### config.mk
export PLATFORM = sky130hd
export DESIGN_NAME = fetch_sequencer
export DESIGN_NICKNAME = d
export VERILOG_FILES = /design/src/rtl/fetch_pkg.sv /design/src/rtl/fetch_byte_packer.sv /design/src/rtl/fetch_sequencer.sv
export SDC_FILE = /design/constraint.sdc
export NUM_CORES = 1
export LEC_CHECK = 0
export ABC_AREA = 1
export BUFFER_PORTS_ARGS = -buffer_cell sky130_fd_sc_hd__buf_2
export CELL_PAD_IN_SITES_DETAIL_PLACEMENT = 1
export CELL_PAD_IN_SITES_GLOBAL_PLACEMENT = 1
export CORE_ASPECT_RATIO = 0.8
export CORE_MARGIN = 2
export CORE_UTILIZATION = 41
export DETAILED_ROUTE_END_ITERATION = 16
export GPL_TIMING_DRIVEN = 0
export MAX_ROUTING_LAYER = met4
export PLACE_DENSITY_LB_ADDON = 0.1
export SYNTH_ARGS = -nofsm -noshare
export SYNTH_HDL_FRONTEND = slang
export SYNTH_HIERARCHICAL = 1
export SYNTH_SLANG_ARGS = --single-unit
### constraint.sdc
create_clock -name clk -period 2.1 [get_ports clk]
set_input_delay 0.42 -clock clk [delete_from_list [all_inputs] [get_ports clk]]
set_output_delay 0.42 -clock clk [all_outputs]
set_load 0.02 [all_outputs]
### src/rtl/fetch_pkg.sv
// Shared types and constants for the instruction-fetch sequencer.
package fetch_pkg;
    typedef enum logic [1:0] {
        FETCH = 2'd0,
        DRAIN = 2'd1,
        HOLD  = 2'd2
    } fetch_state_t;

    localparam int INSTR_W     = 32;
    localparam int IMEM_ADDR_W = 7;
    localparam int PC_STEP     = 4;
endpackage

### src/rtl/fetch_byte_packer.sv
// Four-byte capture register producing a big-endian instruction word.
// The byte being written this cycle is forwarded so the word is complete on the final capture.
module fetch_byte_packer
    import fetch_pkg::*;
(
    input  logic               clk_i,
    input  logic               rst_i,
    input  logic               clear_i,
    input  logic               cap_en_i,
    input  logic [1:0]         cap_idx_i,
    input  logic [7:0]         cap_data_i,
    output logic [INSTR_W-1:0] word_o
);
    logic [7:0] bytes_q [4];
    logic [7:0] fwd     [4];

    always_ff @(posedge clk_i) begin
        if (rst_i || clear_i) begin
            for (int i = 0; i < 4; i++) bytes_q[i] <= '0;
        end else if (cap_en_i) begin
            bytes_q[cap_idx_i] <= cap_data_i;
        end
    end

    always_comb begin
        for (int i = 0; i < 4; i++) begin
            fwd[i] = (cap_en_i && cap_idx_i == 2'(i)) ? cap_data_i : bytes_q[i];
        end
    end

    assign word_o = {fwd[0], fwd[1], fwd[2], fwd[3]};
endmodule

### src/rtl/fetch_sequencer.sv
// MIPS fetch sequencer: byte-serial reads, word assembly, valid/ready hand-off, redirects.
// Handshake: out_instr/out_pc are stable while out_valid=1; a transfer happens on a cycle with out_valid && out_ready.
module fetch_sequencer
    import fetch_pkg::*;
#(
    parameter int                ADDR_W   = IMEM_ADDR_W,
    parameter logic [ADDR_W-1:0] RESET_PC = '0
) (
    input  logic               clk,
    input  logic               rst,
    output logic               mem_rd,
    output logic [ADDR_W-1:0]  mem_addr,
    input  logic [7:0]         mem_rdata,
    input  logic               redirect_valid,
    input  logic [ADDR_W-1:0]  redirect_pc,
    output logic               out_valid,
    input  logic               out_ready,
    output logic [INSTR_W-1:0] out_instr,
    output logic [ADDR_W-1:0]  out_pc,
    output fetch_state_t       dbg_state
);
    fetch_state_t       state_q;
    logic [1:0]         cnt_q;
    logic [ADDR_W-1:0]  pc_q;
    logic               out_valid_q;
    logic [INSTR_W-1:0] out_instr_q;
    logic [ADDR_W-1:0]  out_pc_q;
    logic               mem_rd_q;
    logic [ADDR_W-1:0]  mem_addr_q;

    logic               accept;
    logic [ADDR_W-1:0]  redir_pc_d;
    logic [ADDR_W-1:0]  pc_inc_d;
    logic [ADDR_W-1:0]  fetch_addr_d;
    logic               cap_en;
    logic [1:0]         cap_idx;
    logic [INSTR_W-1:0] packed_word;

    assign accept       = out_valid_q && out_ready;
    assign redir_pc_d   = redirect_pc & ~ADDR_W'(3);
    assign pc_inc_d     = pc_q + ADDR_W'(PC_STEP);
    assign fetch_addr_d = pc_q + ADDR_W'(cnt_q) + ADDR_W'(1);

    // A byte read in cycle N lands in cycle N+1, so FETCH with cnt>0 stores byte cnt-1.
    always_comb begin
        cap_en  = 1'b0;
        cap_idx = cnt_q - 2'd1;
        if (state_q == FETCH) begin
            cap_en = (cnt_q != 2'd0);
        end else if (state_q == DRAIN) begin
            cap_en  = 1'b1;
            cap_idx = 2'd3;
        end
    end

    fetch_byte_packer u_packer (
        .clk_i      (clk),
        .rst_i      (rst),
        .clear_i    (redirect_valid || accept),
        .cap_en_i   (cap_en),
        .cap_idx_i  (cap_idx),
        .cap_data_i (mem_rdata),
        .word_o     (packed_word)
    );

    always_ff @(posedge clk) begin
        if (rst) begin
            state_q     <= FETCH;
            cnt_q       <= '0;
            pc_q        <= RESET_PC;
            out_valid_q <= 1'b0;
            out_instr_q <= '0;
            out_pc_q    <= RESET_PC;
            mem_rd_q    <= 1'b0;
            mem_addr_q  <= RESET_PC;
        end else if (redirect_valid) begin
            state_q     <= FETCH;
            cnt_q       <= '0;
            pc_q        <= redir_pc_d;
            out_valid_q <= 1'b0;
            mem_rd_q    <= 1'b1;
            mem_addr_q  <= redir_pc_d;
        end else begin
            case (state_q)
                FETCH: begin
                    // Straight out of reset no read is in flight yet, so issue byte 0 first.
                    if (!mem_rd_q) begin
                        mem_rd_q   <= 1'b1;
                        mem_addr_q <= pc_q;
                    end else if (cnt_q == 2'd3) begin
                        state_q  <= DRAIN;
                        mem_rd_q <= 1'b0;
                    end else begin
                        cnt_q      <= cnt_q + 2'd1;
                        mem_addr_q <= fetch_addr_d;
                    end
                end
                DRAIN: begin
                    out_instr_q <= packed_word;
                    out_pc_q    <= pc_q;
                    out_valid_q <= 1'b1;
                    state_q     <= HOLD;
                end
                HOLD: begin
                    if (accept) begin
                        state_q     <= FETCH;
                        cnt_q       <= '0;
                        pc_q        <= pc_inc_d;
                        out_valid_q <= 1'b0;
                        mem_rd_q    <= 1'b1;
                        mem_addr_q  <= pc_inc_d;
                    end
                end
                default: state_q <= FETCH;
            endcase
        end
    end

    assign mem_rd    = mem_rd_q;
    assign mem_addr  = mem_addr_q;
    assign out_valid = out_valid_q;
    assign out_instr = out_instr_q;
    assign out_pc    = out_pc_q;
    assign dbg_state = state_q;
endmodule
==> reports/results.ini, run 1 <==
[clock_network]
cts_root_buf = clkbuf_16
cts_tree = yes
cts_sinks = 87
cts_buffers = 9
clk_pin_slew_worst_paths_ps = 60
cts-hold-fix-buffers = 0
clockBufferDepth = 2
worstSkewPairLatency_ps = 350
cts-htree-levels = 3

[drt]
wl_mm = 12.7
vias = 3897
ant_nets = 0
wl_per_cell_um = 17.0
drt_iter0_drc = 254
post-route-drc-count = 0
via_per_inst = 5.23
dr.pass1.iters = 4

[run_status]
status = complete, no violations

[timing]
final-setup-viol-count = 0
max_freq_ghz = 0.501
finalClockSkew_ps = 6.37
max_slew_margin = 0.651
slew_viol_final = 0
setup_slack_ps = 102
final_hold_viol_count = 0
finalCriticalPeriod_ps = 2000
worstMarginPinSlew_ps = 524
hold_ws_ps = 358
fin_crit_sh = 0.951

[global_route]
grt_overflow_total = 0
grt_first_pass_wirelength_mm = 20.6
grt.total_usage = 0.255
antenna_found_initial = 0
grt_pass1_vias = 3895
grt_max_degree = 15

[floorplan]
core-area_um2 = 9770
initial_core_util = 0.426
fp-row-count = 32
die-area_um2 = 11000
die_h_um = 94.1
ios = 69
die_w_um = 117

[logic_synthesis]
synth_cell_types = 29
yosysMostFrequentCell = nand2_1
synth-seq-cells = 87
synth_edf_count = 32
post_synth.cell_area_avg_um2 = 7.94
synth-main-ff-cell = dfxtp_1
netlist_top_cells_area = dfxtp_1, edfxtp_1, nand2_1, nand3_1, a21oi_1
synth_seq_area_share = 0.495
synth_top_area_frac = 0.265
async_flop_share = 0
ys_top_cells_by_count = nand2_1, nand3_1, dfxtp_1, a21oi_1, nor2_1
synthCells = 524
syn_area_um2 = 4160
synth_area_leader_cell = dfxtp_1
synth_warnings = 6

[critical_path]
cp.arrival_ps = 2040
path_class = reg2reg
crit_path_end_kind = register
crit_fanout = 10
start_kind = register
critPathRequiredTime_ps = 2140

[cells_and_area]
fill_cells = 1258
n_antenna_cell = 0
fin_nets = 627
regArea_um2 = 2070
syn_to_final_growth_pct = 21.9
fin_cells = 745
post-route-util = 0.519
drive_gt1_frac = 0.223
multi_input_area_um2 = 1830

[place]
pre_cts_ws_ps = -325
dp_hpwl_mm = 9.55
port_buffers = 64
gp_congestion = 0.881
placed_cells = 725

[pwr]
ir_worst_vdd_mv = 0.756
power.leakage_nw = 2.27
p_per_area_nw_per_um2 = 772
power.total_mw = 3.92

[flow_run]
maxCapViolations = 0

[hold_path]
hold_class = in2reg

## layer usage
layer | wire (um) | part of all wire | vias up | track usage
met2 | 5820 | 0.46 | 73 | 0.390
met1 | 6050 | 0.48 | 1881 | 0.346
met3 | 640 | 0.050 | 18 | 0.0523
met4 | 173 | 0.014 | 0 | 0.0725
li1 | - | - | 1925 | -
met5 | 0 | 0 | - | -
## final timing paths
kind                                           startpoint                              endpoint  slack, ps  depth (start not counted)
worst min register to register  out_instr[4]$_SDFFE_PP0P_             out_instr[4]$_SDFFE_PP0P_        460                          2
worst max-delay path                cnt_q[0]$_SDFFE_PP0P_  u_packer/bytes_q[0][7]$_SDFFCE_PN0P_        100                          8
worst min-delay path                       redirect_pc[6]                  pc_q[6]$_SDFFE_PP0P_        360                          3
worst max register to register      cnt_q[0]$_SDFFE_PP0P_  u_packer/bytes_q[0][7]$_SDFFCE_PN0P_        100                          8
## cells in the final DEF (no fill, tap or decap), drive strengths merged
| master | Yosys | final |
|---|---|---|
| dfxtp | 55 | 55 |
| a31oi | 3 | 3 |
| nor2 | 49 | 49 |
| bufinv | 0 | 2 |
| clkinv | 1 | 2 |
| o21ai | 10 | 10 |
| nand3 | 69 | 69 |
| nand2 | 153 | 153 |
| clkinvlp | 0 | 1 |
| a21oi | 54 | 54 |
| edfxtp | 32 | 32 |
| o21a | 1 | 1 |
| nor3 | 4 | 4 |
| nand4 | 26 | 26 |
| inv | 27 | 28 |
| clkbuf | 8 | 22 |
| ha | 4 | 4 |
| buf | 26 | 91 |
| conb | 1 | 2 |
| xor2 | 1 | 1 |
## critical path, stage by stage (launching register included)
cell and delay [ps]:
dfxtp_4 380, inv_1 80, ha_1 350, nand2_1 120
buf_6 170, nor2_8 160, nand2_4 110, buf_6 160
nand2_2 160
## registers in the layout (all words and copies together), names as in the netlist
name	cells
cnt_q	2
dbg_state	2
mem_rd	1
out_instr	32
mem_addr	7
out_valid	1
out_pc	5
pc_q	5
u_packer/bytes_q	32
## what timing repair did
| item | CTS | global route |
|---|---|---|
| buffers inserted | 0 | 4 |
| endpoints found under the hold margin | 0 | 0 |
| gates resized for setup | 7 | 18 |
| setup endpoints to repair | 33 | 79 |
| pin swaps | 0 | 1 |
## cell families after synthesis
kind of cell	synth area share
and+or+nand+nor	0.331
DFF	0.495
AOI/OAI and AO/OA	0.0842
buffers and inverters	0.0743
adders and majority gates	0.0120
xor gates and xnor gates	0.00211
other	0.000901
## power breakdown
part / switching, mW / internal (mW)
registers: 0.0269 / 1.79
logic: 0.253 / 0.106
clock network: 0.666 / 1.07
total: 0.946 / 2.97
## stage by stage
step           setup TNS, ps  cell area (um^2)
2_1_floorplan              0              4170
3_3_place_gp          -12360              4660
3_5_place_dp          -14630              4660
4_1_cts                    0              5000
5_1_grt                -53.7              5070
6_report                   0              5070
## final cells by class
cell class,instances,area share
plain buffers,34,0.0441
clock buffers,11,0.0478
clock inverters,5,0.0160
inverters,28,0.0212
multi-input cells,376,0.360
flip-flops and latches,87,0.408
well taps,136,0.0335
repair buffers,68,0.0690
(Power assumes the default switching activity.)
==> run 2: changes to the inputs <==
--- a/config.mk
+++ b/config.mk
@@ -11,12 +11,12 @@
 export CELL_PAD_IN_SITES_GLOBAL_PLACEMENT = 1
 export CORE_ASPECT_RATIO = 0.8
 export CORE_MARGIN = 2
-export CORE_UTILIZATION = 41
+export CORE_UTILIZATION = 39
+export CTS_CLUSTER_SIZE = 24
 export DETAILED_ROUTE_END_ITERATION = 16
 export GPL_TIMING_DRIVEN = 0
 export MAX_ROUTING_LAYER = met4
 export PLACE_DENSITY_LB_ADDON = 0.1
 export SYNTH_ARGS = -nofsm -noshare
 export SYNTH_HDL_FRONTEND = slang
-export SYNTH_HIERARCHICAL = 1
 export SYNTH_SLANG_ARGS = --single-unit
==> run 2 against run 1 <==
Compared with the run above: sequential share of layout area increased by 5.3 points; worst setup slack got worse by 31 ps; hold slack worse by 87 ps; maximum frequency decreased by 1.5%; sequential power is 11% lower; synthesized cell count down 27%; largest cell class unchanged; routed wire length fell by 31%; die area is 19% lower; clock power decreased by 28%; combinational power down 53%; global-route usage is 4.4 points lower; critical path depth down 2.
==> reports/results.ini, run 2 <==
[place]
port_buffers = 63
gp_congestion = 0.856
dp_hpwl_mm = 6.48
placed_cells = 552
postPlaceCellArea_um2 = 3640

[drt]
wl_per_cell_um = 15.4
post-route-drc-count = 0
via_per_inst = 4.86
drt_iter0_drc = 122
ant_nets = 0
wl_mm = 8.81
vias = 2774
dr.pass1.iters = 4

[logic_synthesis]
synth_mux_area_frac = 0
syn_area_um2 = 3190
yosysMostFrequentCell = nor2_1
post_synth.cell_area_avg_um2 = 8.39
ys_top_cells_by_count = nor2_1, dfxtp_1, o21ai_0, nand2_1, inv_1
synth-simple-area-share = 0.208
synth_seq_area_share = 0.572
synthCells = 380
synth-seq-cells = 79
synth_area_leader_cell = dfxtp_1
synth_warnings = 0
synth-main-ff-cell = dfxtp_1
synth-compound-area-share = 0.130
async_flop_share = 0
netlist_top_cells_area = dfxtp_1, edfxtp_1, nor2_1, o21ai_0, nand2_1
yosys.area_share.xor_xnor = 0.00824
synthAdderAreaFrac = 0.0118
synth_edf_count = 24
synth_top_family_by_area = simple AND/OR/NAND/NOR gates
synth_top_area_frac = 0.346
synth_cell_types = 30

[cells_and_area]
largest_reg_flops = 32
syn_to_final_growth_pct = 24.0
n_antenna_cell = 0
final_common_cell = nor2_1
final_area_um2 = 3950
fin_cells = 571
drive_gt1_frac = 0.227
fin_nets = 480
post-route-util = 0.497
mostFrequentLayoutCells = nor2_1, buf_2, dfxtp_1, o21ai_0, nand2_1

[clock_network]
worstSkewPairLatency_ps = 350
cts-htree-levels = 3
clockBufferDepth = 2
cts_root_buf = clkbuf_8
cts_sinks = 79
cts-hold-fix-buffers = 0
cts_buffers = 9
clk_pin_slew_worst_paths_ps = 90
cts_tree = yes

[pwr]
p_per_area_nw_per_um2 = 769
ir_worst_vdd_mv = 0.317
power.leakage_nw = 1.93

[floorplan]
die-area_um2 = 8910
initial_core_util = 0.401
die_w_um = 105
fp-row-count = 29
die_h_um = 84.9
ios = 69
core-area_um2 = 7950

[run_status]
status = complete, no violations

[hold_path]
worstHoldStart = rst
min_path_cells = 2
whs_endpoint = pc_q[4]$_SDFFE_PP0P_
hold_class = in2reg

[global_route]
grt_first_pass_wirelength_mm = 14.2
grt.total_usage = 0.211
grt_pass1_vias = 2805
grt_max_degree = 15
grt_overflow_total = 0
antenna_found_initial = 0

[critical_path]
path_class = reg2reg
ff2ff_setup_slack_ps = 70
rr_endpoint = u_packer.bytes_q[1][1]$_SDFFCE_PN0P_
max_stage_delay_ps = 450
critPathRequiredTime_ps = 2150
crit_fanout = 8
critical-path-slowest-cell = ha_1
critPathTopFamily = simple AND/OR/NAND/NOR gates
timing.reg2reg.worst_path_depth = 6
cp_num_buf_inv = 2
r2r-start = cnt_q[0]$_SDFFE_PP0P_
start_kind = register
cp.arrival_ps = 2080
crit_path_end_kind = register
path_cells = inv_1 > ha_1 > nand3_1 > or2_2 > buf_2 > nand2_2

[timing]
setup-tns-final_ps = 0
max_freq_ghz = 0.493
final-setup-viol-count = 0
hold_ws_ps = 271
finalClockSkew_ps = 9.85
final_hold_viol_count = 0
worstMarginPinSlew_ps = 723
finalCriticalPeriod_ps = 2030
max_slew_margin = 0.514
slew_viol_final = 0
fin_crit_sh = 0.966

[flow_run]
maxCapViolations = 0

==> run 2: changes by cell type after synthesis, sizes merged, moves of 2 or more <==
cell	previous run	this run
edfxtp	32	24
o22ai	0	2
nand2	153	50
a31oi	3	1
nand3	69	8
buf	26	9
or2	0	2
nand4	26	1
a21oi	54	26
o21ai	10	50
inv	27	33
nor2	49	96
==> run 2: layout make-up <==
class,count,area (um^2)
Timing Repair Buffer,66,350
Multi-Input combinational cell,251,1200
Buffer,17,92.6
Clock inverter,5,62.6
Tap cell,108,135
Inverter,34,128
Fill cell,1002,4000
Sequential cell,79,1820
Clock buffer,11,163
==> run 2: repair_timing <==
action,in CTS,in global routing
endpoints found under the setup margin,24,24
gates cloned,0,0
setup buffers,0,3
pin swaps,0,3
resized for setup,5,6
==> run 2: routing by layer <==
metal	share of wire	wire length [um]	global-route usage
met1	0.52	4570	0.295
met2	0.43	3810	0.316
met3	0.039	347	0.0445
met4	0.0097	85	0.0545
met5	0	0	-
==> run 2: how the worst max path moves through the flow <==
| stage | endpoint | depth (start not counted) | from | slack (ps) |
|---|---|---|---|---|
| finish | u_packer.bytes_q[1][1]$_SDFFCE_PN0P_ | 6 | cnt_q[0]$_SDFFE_PP0P_ | 70 |
| global route | u_packer.bytes_q[1][6]$_SDFFCE_PN0P_ | 6 | cnt_q[0]$_SDFFE_PP0P_ | -60 |
| CTS | u_packer.bytes_q[2][4]$_SDFFCE_PN0P_ | 8 | cnt_q[0]$_SDFFE_PP0P_ | 20 |
| detailed placement | u_packer.bytes_q[2][6]$_SDFFCE_PN0P_ | 8 | cnt_q[0]$_SDFFE_PP0P_ | -170 |
| global placement | u_packer.bytes_q[2][6]$_SDFFCE_PN0P_ | 8 | cnt_q[0]$_SDFFE_PP0P_ | -120 |
| floorplan | u_packer.bytes_q[1][0]$_SDFFCE_PN0P_ | 6 | cnt_q[0]$_SDFFE_PP0P_ | 230 |
==> run 2: cells by family after synthesis <==
logic type | count (synthesis)
adder cells (fa/ha/maj) | 3
AND/OR/NAND/NOR | 162
XOR/XNOR | 3
buffers and inverters | 51
other | 1
flip-flops | 79
AO/OA/AOI/OAI | 81
==> run 2: metrics by stage <==
stage	power (mW)	setup WS [ps]
after floorplan	1.75	232
after global placement	1.81	-116
after detailed placement	1.82	-168
after CTS	3.05	19.4
after global routing	3.15	-61.5
final	3.04	71.1
==> run 2: worst register-to-register path: stages (launching register included) <==
cell     delay (ps)
dfxtp_2         360
inv_1           120
ha_1            450
nand3_1         150
or2_2           310
buf_2           170
nand2_2         180
==> run 2: where the power goes <==
part	internal (mW)	total [mW]	switching, mW
Clock	0.660	1.25	0.586
Sequential	1.60	1.62	0.0218
Combinational	0.0554	0.168	0.113
